$ cat config.mk
export PLATFORM = sky130hd
export DESIGN_NAME = cic_integrator
export DESIGN_NICKNAME = d
export VERILOG_FILES = /design/src/rtl/cic_integrator.sv
export SDC_FILE = /design/constraint.sdc
export NUM_CORES = 1
export LEC_CHECK = 0
export ABC_CLOCK_PERIOD_IN_PS = 4400
export BUFFER_PORTS_ARGS = -buffer_cell sky130_fd_sc_hd__buf_2
export CAP_MARGIN = 0
export CORE_ASPECT_RATIO = 1.4
export CORE_MARGIN = 4
export CORE_UTILIZATION = 50
export DETAILED_ROUTE_END_ITERATION = 8
export PLACE_DENSITY = 0.67
export SETUP_SLACK_MARGIN = 0.3
export SYNTH_ARGS = -nofsm -noshare
export SYNTH_HDL_FRONTEND = slang
export SYNTH_SLANG_ARGS = --single-unit
export TNS_END_PERCENT = 5
$ cat constraint.sdc
create_clock -name clock -period 4.4 [get_ports clock]
set_input_delay 0.44 -clock clock [delete_from_list [all_inputs] [get_ports clock]]
set_output_delay 0.44 -clock clock [all_outputs]
set_load 0.02 [all_outputs]
$ cat src/rtl/cic_integrator.sv
// CIC decimator integrator section: N_STAGES cascaded wrapping accumulators plus a decimation strobe.
// Optional build macro CIC_INT_SYNC_CLR_EN adds a synchronous clear input (sync_clr).
module cic_integrator #(
    parameter int WIDTH      = 32,
    parameter int IN_WIDTH   = 16,
    parameter int N_STAGES   = 4,
    parameter int RATE_WIDTH = 8
) (
    input  logic                  clock,
    input  logic                  reset_n,
    input  logic                  clken,
`ifdef CIC_INT_SYNC_CLR_EN
    input  logic                  sync_clr,
`endif
    input  logic [RATE_WIDTH-1:0] rate,
    input  logic [IN_WIDTH-1:0]   data_in,
    output logic [WIDTH-1:0]      data_out,
    output logic                  strobe_out
);

    logic [WIDTH-1:0]      r_stage [N_STAGES];
    logic [RATE_WIDTH-1:0] r_cnt;
    logic [WIDTH-1:0]      r_data_out;
    logic                  r_strobe;
    logic [WIDTH-1:0]      w_data_ext;

    assign w_data_ext = WIDTH'($signed(data_in));

    // Sums wrap silently; the comb section relies on modular arithmetic to cancel the overflow.
    always_ff @(posedge clock or negedge reset_n) begin
        if (!reset_n) begin
            for (int k = 0; k < N_STAGES; k++) begin
                r_stage[k] <= '0;
            end
            r_cnt      <= '0;
            r_data_out <= '0;
            r_strobe   <= 1'b0;
        end
`ifdef CIC_INT_SYNC_CLR_EN
        else if (sync_clr) begin
            for (int k = 0; k < N_STAGES; k++) begin
                r_stage[k] <= '0;
            end
            r_cnt    <= '0;
            r_strobe <= 1'b0;
        end
`endif
        else if (clken) begin
            r_stage[0] <= r_stage[0] + w_data_ext;
            for (int k = 1; k < N_STAGES; k++) begin
                r_stage[k] <= r_stage[k] + r_stage[k-1];
            end
            // rate is only looked at on reload, so a change waits for the running count to finish
            if (r_cnt == '0) begin
                r_cnt      <= rate;
                r_data_out <= r_stage[N_STAGES-1];
                r_strobe   <= 1'b1;
            end else begin
                r_cnt    <= r_cnt - RATE_WIDTH'(1);
                r_strobe <= 1'b0;
            end
        end else begin
            r_strobe <= 1'b0;
        end
    end

    assign data_out   = r_data_out;
    assign strobe_out = r_strobe;

endmodule

==> out/summary.txt <==
Syn Std Cell Area: 12800 sq um
Synthesized net count: 1486
Routed WL: 25.8 mm
Final setup violation count: 0
Synth top area share: 33.0%
Synthesized flop and latch total: 169
Worst-Skew Late Latency: 430 ps
Vias in the first global route: 9631
Largest net degree at the start of global routing: 112
Initial antenna violation count: 0
Relative slew slack: 40.0%
Clock Skews: 6.82 ps
DIE WIDTH: 143 microns
Fin area: 14000 sq um
Fin crit share: 73.5%
Ys flop type: dfrtp_1
Worst slew pin tran: 900 ps
Register area share after synthesis: 33.0%
Setup TNS: 0 ps
Deepest clock path buffer count: 2
CTS tree: yes
CP arrival: 3550 ps
Crit Path Category: register to register
Required time worst endpoint: 4720 ps
H-tree Lvls: 4
Maximum clock rate: 0.309 GHz
Cts hold-fix bufs: 0
Starting Density: 50.7%
I/O pin count: 60
Status: finished, final reports clean
Count leader, synth: dfrtp_1
Placeable Area: 25300 sq um
Routed length per instance: 15.2 microns
Crit end category: register
Max Transition Viols Final: 0
Min cycle time layout: 3240 ps
Initial DRC Count: 439
Synthesis Warnings: 0
Ys async rst share: 100%
Worst hold path class: input port to asynchronous set/reset pin
Layout cells sized above 1: 18.6%
WP depth: 11
R2R cell count: 11
Ant diodes: 0
Post-CTS setup buffers: 0
First-pass GRT wire length: 44.5 mm
Syn_area_per_cell: 9.65 sq um
Num CTS Buffers: 17
Synth Instances: 1329
CTS root buf: clkbuf_16
Synth top area cells: dfrtp_1 33%, ha_1 12%, mux2_2 11%, xnor2_1 5.5%, a21oi_1 5.4%
Critical Path Slowest Stage Cell: fa_1
WP buf/inv: 0
Worst-path maximum fanout: 3
# port buffers: 59
Die Ht: 198 microns
Crit-path leading delay family: compound AO/OA/AOI/OAI gates
Grt ovf: 0
Area grow syn2layout: 9.13%
Drt pass-1 iters: 5
Vias: 9806
Area after DPL: 13400 sq um
CTS sink cnt: 169
CTS clk-pin slew, worst paths: 60 ps
Total global-route track usage: 18.7%
Post-synth EDFFs: 0
Final GP Congestion: 0.887
Final hold slack: 98.6 ps
Fin nets: 1521
Post-cts repair resize count: 0
FILL cells: 2274
Commonest cells post-synth: 169 x dfrtp_1, 138 x a21oi_1, 127 x mux2_2
Row cnt: 69
Cell variety after synth: 80
Die area: 28300 sq um
Unrepaired setup endpoints after global routing: no
Hpwl dp: 19.7 mm
Final Hold Viols: 0
Largest area contributor in the netlist: dfrtp_1
Startpoint types: register
Max_cap viols: 0
DR vias/cell: 5.78
Crit path cell chain: ha_1 > fa_1 > a211oi_1 > o21ai_0 > nand3b_1 > a31oi_1 > a31oi_2 > o21a_1 > o21ai_1 > xor2_1 > mux2_2
CP peak stage delay: 430 ps
DRC violations left: 0
Antenna-violating nets left: 0
metal layers:
metal / vias to the layer above / GRT usage [%] / wire length [microns]
met2: 112 / 31.8 / 12700
li1: 5022 / - / -
met5: - / 0 / 0
met1: 4631 / 24.5 / 12100
met4: 0 / 6.18 / 503
met3: 41 / 2.47 / 507
sequential cells by signal (all words and copies together) (netlist names):
register and flops:
r_stage 128, data_out 32, r_cnt 8, strobe_out 1
worst register-to-register path: cells and delay by family (launching register included):
kind / cells / cell delay, ps
compound gates: 6 / 1400
mux: 1 / 270
flops: 1 / 410
fa+ha+maj: 2 / 680
simple gates: 1 / 180
xor+xnor: 1 / 170
per-stage QoR:
stage / instances / utilization (%) / worst slack [ps]
2_1_floorplan: 1329 / - / 1590
3_3_place_gp: 1664 / 52.8 / 1220
5_1_grt: 1696 / 55.3 / 932
3_5_place_dp: 1664 / 52.8 / 1190
4_1_cts: 1696 / 55.3 / 1170
6_report: 1696 / 55.3 / 1160
area by class of cell:
class                           count  area [sq um]  share of cell area [%]
Clock buffer                       18           439                    3.14
Tap cell                          319           399                    2.85
Multi-Input combinational cell   1080          8260                    59.0
Timing Repair Buffer               63           350                    2.50
Inverter                           33           124                   0.885
Sequential cell                   169          4230                    30.2
Clock inverter                     14           198                    1.41
final timing paths:
kind / startpoint / end / slack (ps)
max in group asynchronous: reset_n / r_stage[72]$_DFFE_PN0P_ / 3430
min reg2reg: data_out[18]$_DFFE_PN0P_ / data_out[18]$_DFFE_PN0P_ / 480
max: r_stage[64]$_DFFE_PN0P_ / r_stage[90]$_DFFE_PN0P_ / 1160
min: reset_n / r_stage[29]$_DFFE_PN0P_ / 100
min in group clock: rate[7] / r_cnt[7]$_DFFE_PN0P_ / 300
max reg2reg: r_stage[64]$_DFFE_PN0P_ / r_stage[90]$_DFFE_PN0P_ / 1160
cell usage in the layout (no fill, tap or decap), drive strengths merged, types with 5 or more instances in the layout:
master,n
a2111oi,6
a211o,5
a211oi,18
a21boi,6
a21o,63
a21oi,139
a311oi,5
a31o,6
a31oi,20
and2,5
and3,23
buf,63
clkbuf,18
clkinvlp,5
dfrtp,169
ha,126
inv,34
mux2,128
nand2,73
nand2b,9
nand3,32
nand4,11
nor2,81
nor2b,11
nor3,13
nor4,6
o211ai,10
o21a,14
o21ai,72
o21bai,18
o31ai,6
or2,6
or3,5
xnor2,81
xor2,30
kinds of logic after synthesis:
logic type / Yosys count / synth area share [%]
adder cells (fa/ha/maj): 130 / 12.9
XOR/XNOR: 111 / 7.58
multiplexers: 130 / 11.4
buffers and inverters: 80 / 2.64
flip-flops: 169 / 33.0
AND/OR/NAND/NOR: 289 / 11.0
AO/OA/AOI/OAI: 420 / 21.5
Power is left out: the tool's default activity adds up to more than one toggle a clock period on the data nets, which glitch-free logic cannot reach.
